===== src/rtl/dmem_arb_pkg.sv =====
// Shared types and defaults for the data-memory arbiter.
// Port identities double as the bit index of each port inside req/gnt vectors.
package dmem_arb_pkg;

    typedef enum logic {
        PORT_CPU = 1'b0,
        PORT_DMA = 1'b1
    } port_e;

    localparam int AW_DEFAULT = 8;
    localparam int DW_DEFAULT = 16;

    localparam logic [7:0] DONE_ADDR_DEFAULT = 8'hFF;

    localparam int GNT_CPU = 0;
    localparam int GNT_DMA = 1;

endpackage


===== src/rtl/rr_arb2.sv =====
// Two-requester round-robin arbiter; the last-winner pointer only moves on
// contention, so a lone requester never disturbs the tie-break order.
module rr_arb2
    import dmem_arb_pkg::*;
(
    input  logic       clk,
    input  logic       rst,
    input  logic [1:0] req,
    output logic [1:0] gnt
);

    port_e last_q;
    port_e last_d;

    always_ff @(posedge clk or negedge rst) begin
        if (!rst) begin
            last_q <= PORT_DMA;
        end else begin
            last_q <= last_d;
        end
    end

    always_comb begin
        last_d = last_q;
        if (req == 2'b11) begin
            last_d = gnt[GNT_DMA] ? PORT_DMA : PORT_CPU;
        end
    end

    // On a tie the port that did not win the previous tie is served.
    always_comb begin
        gnt = 2'b00;
        case (req)
            2'b01:   gnt = 2'b01;
            2'b10:   gnt = 2'b10;
            2'b11:   gnt = (last_q == PORT_DMA) ? 2'b01 : 2'b10;
            default: gnt = 2'b00;
        endcase
    end

endmodule


===== src/rtl/dmem_arbiter.sv =====
// Shares the single-ported data memory between the CPU and a DMA/loader port,
// returns registered read data to the winner and snoops the completion address.
module dmem_arbiter
    import dmem_arb_pkg::*;
#(
    parameter int            AW        = AW_DEFAULT,
    parameter int            DW        = DW_DEFAULT,
    parameter logic [AW-1:0] DONE_ADDR = AW'(DONE_ADDR_DEFAULT)
) (
    input  logic          clk,
    input  logic          rst,

    input  logic          cpu_req,
    input  logic          cpu_we,
    input  logic [AW-1:0] cpu_addr,
    input  logic [DW-1:0] cpu_wdata,
    output logic          cpu_gnt,
    output logic          cpu_rvalid,
    output logic [DW-1:0] cpu_rdata,

    input  logic          dma_req,
    input  logic          dma_we,
    input  logic [AW-1:0] dma_addr,
    input  logic [DW-1:0] dma_wdata,
    output logic          dma_gnt,
    output logic          dma_rvalid,
    output logic [DW-1:0] dma_rdata,

    output logic [AW-1:0] d_addr,
    output logic [DW-1:0] w_data,
    output logic          d_wr,
    output logic          d_rd,
    input  logic [DW-1:0] r_data,

    output logic          done,
    output logic [DW-1:0] result
);

    logic [1:0] req;
    logic [1:0] gnt;
    logic       any_gnt;
    logic       sel_we;

    assign req = {dma_req, cpu_req};

    rr_arb2 u_rr_arb2 (
        .clk (clk),
        .rst (rst),
        .req (req),
        .gnt (gnt)
    );

    assign cpu_gnt = gnt[GNT_CPU];
    assign dma_gnt = gnt[GNT_DMA];
    assign any_gnt = |gnt;

    // With no grant the bus idles on the CPU port's address and data.
    always_comb begin
        d_addr = cpu_addr;
        w_data = cpu_wdata;
        sel_we = cpu_we;
        if (gnt[GNT_DMA]) begin
            d_addr = dma_addr;
            w_data = dma_wdata;
            sel_we = dma_we;
        end
    end

    assign d_wr = any_gnt &  sel_we;
    assign d_rd = any_gnt & ~sel_we;

    always_ff @(posedge clk or negedge rst) begin
        if (!rst) begin
            cpu_rvalid <= 1'b0;
            cpu_rdata  <= '0;
        end else begin
            cpu_rvalid <= cpu_gnt & ~cpu_we;
            if (cpu_gnt && !cpu_we) begin
                cpu_rdata <= r_data;
            end
        end
    end

    always_ff @(posedge clk or negedge rst) begin
        if (!rst) begin
            dma_rvalid <= 1'b0;
            dma_rdata  <= '0;
        end else begin
            dma_rvalid <= dma_gnt & ~dma_we;
            if (dma_gnt && !dma_we) begin
                dma_rdata <= r_data;
            end
        end
    end

    // The completion write still reaches memory; this only observes it.
    always_ff @(posedge clk or negedge rst) begin
        if (!rst) begin
            done   <= 1'b0;
            result <= '0;
        end else if (d_wr && (d_addr == DONE_ADDR)) begin
            done   <= 1'b1;
            result <= w_data;
        end
    end

    strobe_exclusive: assert property (@(posedge clk) disable iff (!rst) !(d_wr && d_rd));
    grant_onehot:     assert property (@(posedge clk) disable iff (!rst) !(cpu_gnt && dma_gnt));

endmodule


===== config.mk =====
export PLATFORM = sky130hd
export DESIGN_NAME = dmem_arbiter
export DESIGN_NICKNAME = d
export VERILOG_FILES = /design/src/rtl/dmem_arb_pkg.sv /design/src/rtl/rr_arb2.sv /design/src/rtl/dmem_arbiter.sv
export SDC_FILE = /design/constraint.sdc
export NUM_CORES = 1
export LEC_CHECK = 0
export CORE_AREA = 5 5 83 85
export CTS_BUF_LIST = sky130_fd_sc_hd__clkbuf_8
export CTS_CLUSTER_DIAMETER = 200
export DETAILED_ROUTE_END_ITERATION = 8
export DIE_AREA = 0 0 88 90
export PLACE_DENSITY_LB_ADDON = 0.12
export SYNTH_ARGS = -nofsm -noshare
export SYNTH_HDL_FRONTEND = slang
export SYNTH_SLANG_ARGS = --single-unit

===== constraint.sdc =====
create_clock -name clk -period 5 [get_ports clk]
set_input_delay 0.75 -clock clk [delete_from_list [all_inputs] [get_ports clk]]
set_output_delay 0.75 -clock clk [all_outputs]
set_load 0.02 [all_outputs]

==> results of run 1 <==
==> final cells by class <==
type	instances	area [µm²]	share of cell area [%]
clock inverters	2	11.3	0.285
well taps	77	96.3	2.43
inverters	1	3.75	0.0948
repair buffers	152	1510	38.1
clock buffers	6	82.6	2.09
multi-input cells	87	955	24.1
flip-flops and latches	52	1300	32.9
==> power by group <==
group          switching (mW)  total (mW)  internal, mW
Combinational           0.316       0.707         0.391
Sequential             0.0524       0.578         0.525
Clock                   0.131       0.242         0.111
==> worst reg2reg max path, delay by kind of cell (launching register included) <==
family,cells,cell delay (ps)
buffers and inverters,1,250
flip-flops,1,570
AO/OA/AOI/OAI,1,60
multiplexers,2,730
AND/OR/NAND/NOR,2,1030
==> cells by family after synthesis <==
| kind of cell | synth area share (%) |
|---|---|
| mux | 36.8 |
| compound gates | 1.45 |
| xor+xnor | 0.377 |
| buf+inv | 2.96 |
| simple gates | 2.42 |
| flops | 56.0 |
==> flip-flops by register name, summed over array words and instances, names as in the netlist <==
name	count
u_rr_arb2.last_q	1
dma_rvalid	1
dma_rdata	16
cpu_rdata	16
result	16
cpu_rvalid	1
done	1
==> layer usage <==
layer	routed length [µm]	GRT usage, %	vias to the layer above
met2	2950	26.3	87
met4	106	4.60	0
met1	2400	19.0	845
met3	781	6.03	9
li1	-	-	823
met5	0	0	-
==> path summary, 6_finish.rpt <==
kind / from / endpoint / slack, ps
max: dma_req / d_rd / 1290
min: done / done / 470
max reg2reg: u_rr_arb2.last_q / result[6] / 2250
min reg2reg: done / done / 470
max in group asynchronous: rst / cpu_rdata[9] / 4010
min in group asynchronous: rst / result[1] / 560
==> metrics by stage <==
stage	cell area, µm²	util (%)
2_1_floorplan	2330	-
3_3_place_gp	3860	63.0
3_5_place_dp	3860	63.0
4_1_cts	3960	64.5
5_1_grt	3960	64.5
6_report	3960	64.5
==> placed cells by master (no fill, tap or decap), types with 2 or more instances in the layout <==
cell | synthesis | layout
sky130_fd_sc_hd__inv_1 | 1 | 2
sky130_fd_sc_hd__buf_4 | 0 | 4
sky130_fd_sc_hd__clkbuf_8 | 0 | 6
sky130_fd_sc_hd__nand2_1 | 3 | 3
sky130_fd_sc_hd__nor2b_1 | 2 | 2
sky130_fd_sc_hd__mux2_2 | 60 | 60
sky130_fd_sc_hd__mux2_4 | 12 | 12
sky130_fd_sc_hd__dfrtp_1 | 51 | 51
sky130_fd_sc_hd__clkdlybuf4s50_1 | 0 | 147
==> metrics.txt, run 1 <==
Post-Syn Nets=between 200 and 250; crit path cell chain=clkdlybuf4s50_1 -> a21boi_2 -> buf_4 -> nor2b_1 -> buf_4 -> or2_2 -> clkdlybuf4s50_1; mean number of vias per cell=about 4.7; achievable clock frequency=270 MHz; clock-pin slew on the worst setup and hold paths=80 ps; effective utilization at floorplan=37.9%; highest net fanout along the worst path=29; DPL Wire Length=4830 µm; Synth async-reset ratio=100%; total global routing overflow=0; type of destination of the critical path=output pin; arrival time at the worst endpoint=2960 ps; Root Driver=sky130_fd_sc_hd__clkbuf_8; category of the most critical setup path=in -> out; Synth Warn #=0; WL final=roughly 6200 µm; total of hold buffers inserted after clock tree synthesis=0; area share of the largest cell type after synthesis=54.9%; total instance count after detailed placement=approximately 370; number of global-route vias before repair=~1900; number of detailed-route iterations in the first pass=3; worst vdd rail ir drop=around 0.25 mV; cell type with the largest total area after synthesis=sky130_fd_sc_hd__dfrtp_1; CTS tree=yes; data required time at the worst endpoint=between 4000 and 5000 ps; number of buffers inserted during clock tree synthesis=5; global-route wire length before repair=between 9000 and 10000 µm; RSZ-0062 raised after global routing=no; GRT Resource Usage Total=between 10% and 20%; die footprint=7920 µm²; number of cells traversed by the worst hold path=1; Period minus WS final=between 3000 and 4000 ps; Post-synth top cells=sky130_fd_sc_hd__mux2_2 (60), sky130_fd_sc_hd__dfrtp_1 (51), sky130_fd_sc_hd__mux2_4 (12); Row Count=29; final hold slack=between 400 and 500 ps; iteration-0 DRC count of the detailed router=26; slew at the pin with the worst max-slew slack=between 800 and 900 ps; minimum setup slack after placement=1270 ps; r2r worst-path depth=6; number of buffers between clock root and the deepest sink=2; top cell family by delay on the critical path=buffers and inverters; max-cap viol count=0; worst min-delay path class=reg -> reg; CTS sink cnt=between 50 and 60; run status=finished, final reports clean; fin. max-slew vios=0; Slowest-stage cell, CP=sky130_fd_sc_hd__clkdlybuf4s50_1; x dimension of the die=a little under 90 µm; crit share post-route=around 74%; DR vias=1764; number of fill cells in the layout=between 400 and 500; Die Y-Extent=approximately 90 µm; share of the yosys chip area belonging to registers=between 50% and 60%; number of stages on the worst setup path=7; routability-driven placement congestion ratio=0.797; cts repair resizes=0; Hold Violations, Final=0; Core Region=just over 6000 µm²; fraction of layout instances using a drive strength above 1=29.0%; number of antenna violations at the first check in global routing=0; Port Buf Inserts=between 100 and 150; static leakage=1.68 nW; kind of start point of the critical path=input pin; number of H-tree branching levels=2; maximum number of pins on one net before global-route repair=53; Post-synth EDFFs=0; clock latency of the later-clocked register in the worst-skew pair=approximately 290 ps; dominant register cell in the synthesized netlist=sky130_fd_sc_hd__dfrtp_1; post-synthesis sequential element count=52; worst clock skew=approximately 6.8 ps; number of nets at the end of the flow=approximately 370; power consumption=~1.5 mW; number of antenna cells inserted=0; DRC Markers=0; Area contributors post-synth=sky130_fd_sc_hd__dfrtp_1 (55%), sky130_fd_sc_hd__mux2_2 (29%), sky130_fd_sc_hd__mux2_4 (7.7%), sky130_fd_sc_hd__dfstp_2 (1.1%), sky130_fd_sc_hd__buf_6 (0.97%); buffers and inverters on the worst path=4; post-detailed-route count of antenna-violating nets=0; setup repair bufs after CTS=0; Mapped Area=around 2300 µm²; average routed wire per standard cell=~17 µm; distinct cell type count after synthesis=21; number of I/O pins=between 100 and 150; final standard cell count with taps included and fillers excluded=~380; max_slew headroom=about two fifths; layout overhead on the synthesized area=70.1%; slowest stage delay, CP=approximately 600 ps; aggregate negative setup slack=0 ps; final setup slack of the worst path=around 1300 ps; average size of a mapped cell=roughly 16 µm²; total power density per cell area=around 390 nW/µm²; cell count after synthesis=roughly 150; most frequently used cell type in the post-synthesis netlist=sky130_fd_sc_hd__mux2_2; Setup-failing EPs final=0
Power figures use the tool's default switching activity.
==> run 2: changes to the inputs <==
--- a/config.mk
+++ b/config.mk
@@ -5,11 +5,11 @@
 export SDC_FILE = /design/constraint.sdc
 export NUM_CORES = 1
 export LEC_CHECK = 0
-export CORE_AREA = 5 5 83 85
+export CORE_AREA = 5 5 89 91
 export CTS_BUF_LIST = sky130_fd_sc_hd__clkbuf_8
 export CTS_CLUSTER_DIAMETER = 200
 export DETAILED_ROUTE_END_ITERATION = 8
-export DIE_AREA = 0 0 88 90
+export DIE_AREA = 0 0 94 96
 export PLACE_DENSITY_LB_ADDON = 0.12
 export SYNTH_ARGS = -nofsm -noshare
 export SYNTH_HDL_FRONTEND = slang
==> constraint.sdc (replaced) <==
create_clock -name clk -period 3.29 [get_ports clk]
set_input_delay 0.4935 -clock clk [delete_from_list [all_inputs] [get_ports clk]]
set_output_delay 0.4935 -clock clk [all_outputs]
set_load 0.02 [all_outputs]
==> metrics.txt, run 2 (synthesized netlist as in run 1, its figures left out) <==
crit share post-route=between 80% and 90%; Core Region=7060 µm² (+15%); achievable clock frequency=351 MHz; Root Driver=sky130_fd_sc_hd__clkbuf_8; number of I/O pins=149 (unchanged); slowest stage delay, CP=560 ps (-30 ps); clock-pin slew on the worst setup and hold paths=100 ps (+20 ps); total power density per cell area=582 nW/µm² (+51%); fin. max-slew vios=0 (unchanged); x dimension of the die=94 µm (+6.8%); routability-driven placement congestion ratio=0.751 (-5.8%); layout overhead on the synthesized area=73.2%; number of antenna cells inserted=0 (unchanged); Setup-failing EPs final=0 (unchanged); setup repair bufs after CTS=0 (unchanged); Period minus WS final=~2900 ps; power consumption=2.34 mW (+54%); arrival time at the worst endpoint=2360 ps (-600 ps); number of buffers between clock root and the deepest sink=2 (unchanged); number of antenna violations at the first check in global routing=0 (unchanged); final standard cell count with taps included and fillers excluded=402 (+6.6%); clock latency of the later-clocked register in the worst-skew pair=300 ps (about the same); crit path cell chain=clkdlybuf4s50_1 -> a21boi_2 -> buf_12 -> mux2_2 -> clkdlybuf4s50_1; DRC Markers=0 (unchanged); met3 capacity usage during global routing=6.41% (+0.38 points); top cell family by delay on the critical path=buffers and inverters; total of hold buffers inserted after clock tree synthesis=0 (unchanged); category of the most critical setup path=in -> out; run status=finished, final reports clean; worst vdd rail ir drop=0.335 mV (+33%); busiest layer in global routing=met2; final hold slack=256 ps (-214 ps); effective utilization at floorplan=32.9% (-5.0 points); biggest regs=cpu_rdata x16, dma_rdata x16, result x16; RSZ-0062 raised after global routing=no; M1 GR Usage=15.1% (-3.9 points); number of buffers inserted during clock tree synthesis=5 (unchanged); kind of start point of the critical path=input pin; mean number of vias per cell=4.43 (-5.3%); Port Buf Inserts=148 (unchanged); maximum number of pins on one net before global-route repair=36 (-32%); total global routing overflow=0 (unchanged); post-detailed-route count of antenna-violating nets=0 (unchanged); Row Count=31 (+6.9%); DPL Wire Length=4970 µm (+2.8%); number of nets at the end of the flow=372 (+0.81%); static leakage=1.70 nW (+1.0%); buffers and inverters on the worst path=3 (-1); dominant cell type by count on the critical path=sky130_fd_sc_hd__clkdlybuf4s50_1; number of H-tree branching levels=2 (unchanged); average routed wire per standard cell=15.7 µm (-5.0%); Die Y-Extent=96 µm (+6.7%); worst clock skew=7.31 ps (+0.560 ps); fraction of layout instances using a drive strength above 1=30.7% (+1.7 points); CTS tree=yes; most common cell after layout, fill and taps aside=sky130_fd_sc_hd__clkdlybuf4s50_1; die footprint=9020 µm² (+14%); data required time at the worst endpoint=2800 ps (-1450 ps); met2 Usage GRT=24.2% (-2.1 points); cts repair resizes=0 (unchanged); slew at the pin with the worst max-slew slack=760 ps (-123 ps); GRT Resource Usage Total=13.8% (-2.1 points); number of global-route vias before repair=1916 (+0.16%); type of destination of the critical path=output pin; Slowest-stage cell, CP=sky130_fd_sc_hd__clkdlybuf4s50_1; aggregate negative setup slack=0 ps (unchanged); global-route wire length before repair=9700 µm (-2.9%); max_slew headroom=49.3% (+8.2 points); Post-Route Utilization=57.1% (-7.5 points); number of detailed-route iterations in the first pass=3 (unchanged); iteration-0 DRC count of the detailed router=14 (-46%); WL final=6320 µm (+1.3%); total instance count after detailed placement=394 (+6.8%); CTS sink cnt=52 (unchanged); worst min-delay path class=in -> async; DR vias=1781 (+0.96%); Hold Violations, Final=0 (unchanged); max-cap viol count=0 (unchanged); highest net fanout along the worst path=29 (unchanged); leading cell types in the layout, fill and taps excluded=sky130_fd_sc_hd__clkdlybuf4s50_1 (147), sky130_fd_sc_hd__mux2_2 (60), sky130_fd_sc_hd__dfrtp_1 (51), sky130_fd_sc_hd__mux2_4 (12), sky130_fd_sc_hd__buf_4 (6)
==> run 2: cell types whose count changed in the layout (fill, tap and decap cells not counted), sizes merged <==
cell    before  now
buf          5    8
clkbuf       6    5
clkinv       0    1
==> run 2: stage by stage <==
stage,worst slack [ps],area (µm²)
2_1_floorplan,556,2330
3_3_place_gp,423,3930
6_report,438,4030
3_5_place_dp,381,3930
4_1_cts,423,4030
5_1_grt,338,4030
==> run 2: power by group <==
part	switching (mW)	internal (mW)	total, mW
logic	0.486	0.604	1.09
clock network	0.223	0.156	0.380
registers	0.0757	0.798	0.874
==> run 2: path summary, 6_finish.rpt <==
| check | slack [ps] | startpoint | endpoint | cells past startpoint |
|---|---|---|---|---|
| worst min-delay path | 260 | rst | dma_rdata[13] | 1 |
| worst max-delay path | 440 | dma_req | w_data[8] | 5 |
| min in group clk | 480 | done | done | 1 |
| worst min register to register | 480 | done | done | 1 |
| max in group asynchronous | 2340 | rst | u_rr_arb2.last_q | 2 |
| worst max register to register | 950 | u_rr_arb2.last_q | result[7] | 7 |
==> run 2: layer usage <==
| layer | vias to the layer above | wire length (µm) | part of all wire [%] |
|---|---|---|---|
| met5 | - | 0 | 0 |
| met4 | 0 | 53 | 0.84 |
| met3 | 5 | 742 | 12 |
| met2 | 84 | 3080 | 49 |
| met1 | 858 | 2440 | 39 |
| li1 | 834 | - | - |
==> run 2: final cells by class <==
type                            count  area (µm²)
Fill cell                         624        3030
Tap cell                           99         124
Inverter                            1        3.75
Multi-Input combinational cell     87         960
Clock inverter                      3        27.5
Clock buffer                        5        68.8
Timing Repair Buffer              155        1540
Sequential cell                    52        1300
==> run 2: worst reg2reg max path, cell delays in order (launching register included) <==
cell and delay [ps]:
sky130_fd_sc_hd__dfstp_2 570, sky130_fd_sc_hd__a21boi_2 70, sky130_fd_sc_hd__buf_12 170, sky130_fd_sc_hd__mux2_2 250
sky130_fd_sc_hd__nand4_1 80, sky130_fd_sc_hd__or4b_1 520, sky130_fd_sc_hd__buf_4 240, sky130_fd_sc_hd__mux2_4 330
==> run 3: changes to the inputs <==
--- a/config.mk
+++ b/config.mk
@@ -8,9 +8,12 @@
 export CORE_AREA = 5 5 89 91
 export CTS_BUF_LIST = sky130_fd_sc_hd__clkbuf_8
 export CTS_CLUSTER_DIAMETER = 200
+export CTS_CLUSTER_SIZE = 24
 export DETAILED_ROUTE_END_ITERATION = 8
 export DIE_AREA = 0 0 94 96
 export PLACE_DENSITY_LB_ADDON = 0.12
+export REMOVE_ABC_BUFFERS = 1
+export SLEW_MARGIN = 30
 export SYNTH_ARGS = -nofsm -noshare
 export SYNTH_HDL_FRONTEND = slang
 export SYNTH_SLANG_ARGS = --single-unit
==> metrics.txt, run 3 (synthesized netlist as in run 1, its figures left out) <==
Setup-failing EPs final=0 (unchanged); busiest layer in global routing=met2; kind of start point of the critical path=input pin; fin. max-slew vios=0 (unchanged); number of I/O pins=149 (unchanged); category of the most critical setup path=in -> out; data required time at the worst endpoint=2800 ps (about the same); clock latency of the later-clocked register in the worst-skew pair=310 ps (about the same); iteration-0 DRC count of the detailed router=35 (+21); total global routing overflow=0 (unchanged); max_slew headroom=44.2% (-5.1 points); CTS sink cnt=52 (unchanged); final setup slack of the worst path=463 ps (+25.4 ps); achievable clock frequency=354 MHz (+0.90%); Port Buf Inserts=148 (unchanged); Root Driver=sky130_fd_sc_hd__clkbuf_8; total of hold buffers inserted after clock tree synthesis=0 (unchanged); arrival time at the worst endpoint=2330 ps (-30 ps); final standard cell count with taps included and fillers excluded=401 (-0.25%); GRT Resource Usage Total=14.3% (+0.50 points); die footprint=9020 µm² (unchanged); max-cap viol count=0 (unchanged); Row Count=31 (unchanged); number of antenna violations at the first check in global routing=0 (unchanged); maximum number of pins on one net before global-route repair=39 (+8.3%); slew at the pin with the worst max-slew slack=837 ps (+77.1 ps); layout overhead on the synthesized area=72.8%; setup repair bufs after CTS=0 (unchanged); leading cell types in the layout, fill and taps excluded=sky130_fd_sc_hd__clkdlybuf4s50_1 (147), sky130_fd_sc_hd__mux2_2 (60), sky130_fd_sc_hd__dfrtp_1 (51), sky130_fd_sc_hd__mux2_4 (12); number of buffers inserted during clock tree synthesis=5 (unchanged); worst vdd rail ir drop=0.358 mV (+6.9%); minimum setup slack after placement=390 ps (+9.17 ps); number of detailed-route iterations in the first pass=3 (unchanged); met2 Usage GRT=23.7% (-0.53 points); Die Y-Extent=96 µm (unchanged); M1 GR Usage=17.2% (+2.0 points); Period minus WS final=2830 ps (-25.4 ps); total instance count after detailed placement=393 (-0.25%); CTS tree=yes; RSZ-0062 raised after global routing=no; WL final=6410 µm (+1.5%); average routed wire per standard cell=16.0 µm (+1.7%); type of destination of the critical path=output pin; worst min-delay path class=in -> async; static leakage=1.69 nW (-0.53%); run status=finished, final reports clean; number of nets at the end of the flow=371 (-0.27%); fraction of layout instances using a drive strength above 1=30.5% (-0.23 points); worst clock skew=8.16 ps (+0.847 ps); x dimension of the die=94 µm (unchanged); number of buffers between clock root and the deepest sink=2 (unchanged); Hold Violations, Final=0 (unchanged); effective utilization at floorplan=32.9% (unchanged); number of antenna cells inserted=0 (unchanged); DRC Markers=0 (unchanged); aggregate negative setup slack=0 ps (unchanged); routability-driven placement congestion ratio=0.708 (-5.7%); total power density per cell area=584 nW/µm² (+0.29%); crit share post-route=85.9% (-0.77 points); post-detailed-route count of antenna-violating nets=0 (unchanged); Core Region=7060 µm² (unchanged); highest net fanout along the worst path=29 (unchanged); cts repair resizes=0 (unchanged); DPL Wire Length=5020 µm (+1.1%); DR vias=1766 (-0.84%); mean number of vias per cell=4.40 (-0.59%); global-route wire length before repair=10000 µm (+3.3%); number of H-tree branching levels=2 (unchanged); biggest regs=cpu_rdata x16, dma_rdata x16, result x16; clock-pin slew on the worst setup and hold paths=100 ps (about the same); most common cell after layout, fill and taps aside=sky130_fd_sc_hd__clkdlybuf4s50_1; number of global-route vias before repair=1929 (+0.68%); met3 capacity usage during global routing=5.94% (-0.47 points)
## run 3: changes by cell type in the layout (fill, tap and decap cells not counted)
cell / change
sky130_fd_sc_hd__buf_4: -1
sky130_fd_sc_hd__clkinv_4: -1
sky130_fd_sc_hd__clkinvlp_4: +1
## run 3: critical path: stages
cell                              delay (ps)
sky130_fd_sc_hd__clkdlybuf4s50_1         490
sky130_fd_sc_hd__a21boi_2                210
sky130_fd_sc_hd__buf_12                  210
sky130_fd_sc_hd__mux2_2                  360
sky130_fd_sc_hd__clkdlybuf4s50_1         570
## run 3: cell type report
type | instances | area (µm²)
flip-flops and latches | 52 | 1300
fillers | 629 | 3040
repair buffers | 154 | 1530
well taps | 99 | 124
inverters | 1 | 3.75
clock inverters | 3 | 26.3
clock buffers | 5 | 68.8
multi-input cells | 87 | 960
## run 3: layer usage
metal | wire, µm | part of all wire (%)
met1 | 2580 | 40
met2 | 3010 | 47
met3 | 731 | 11
met4 | 85 | 1.3
met5 | 0 | 0
## run 3: through the flow
stage	total power, mW	utilization, %	instance area, µm²	hold slack (ps)
2_1_floorplan	1.41	-	2260	198
3_3_place_gp	1.98	55.6	3920	449
3_5_place_dp	1.99	55.6	3920	475
4_1_cts	2.39	56.9	4020	309
5_1_grt	2.48	56.9	4020	334
6_report	2.35	56.9	4020	280
## run 3: power breakdown
| part | switching, mW | internal (mW) | total (mW) |
|---|---|---|---|
| Clock | 0.227 | 0.155 | 0.382 |
| Combinational | 0.482 | 0.601 | 1.08 |
| Sequential | 0.0821 | 0.798 | 0.880 |
## run 3: worst paths after layout
check | startpoint | to | slack (ps) | depth (start not counted)
setup / recovery | dma_req | w_data[1] | 460 | 5
hold / removal | rst | result[7] | 280 | 1
setup reg to reg | u_rr_arb2.last_q | result[6] | 940 | 7
hold reg to reg | done | done | 500 | 1
max in group asynchronous | rst | result[1] | 2350 | 2
min in group clk | done | done | 500 | 1
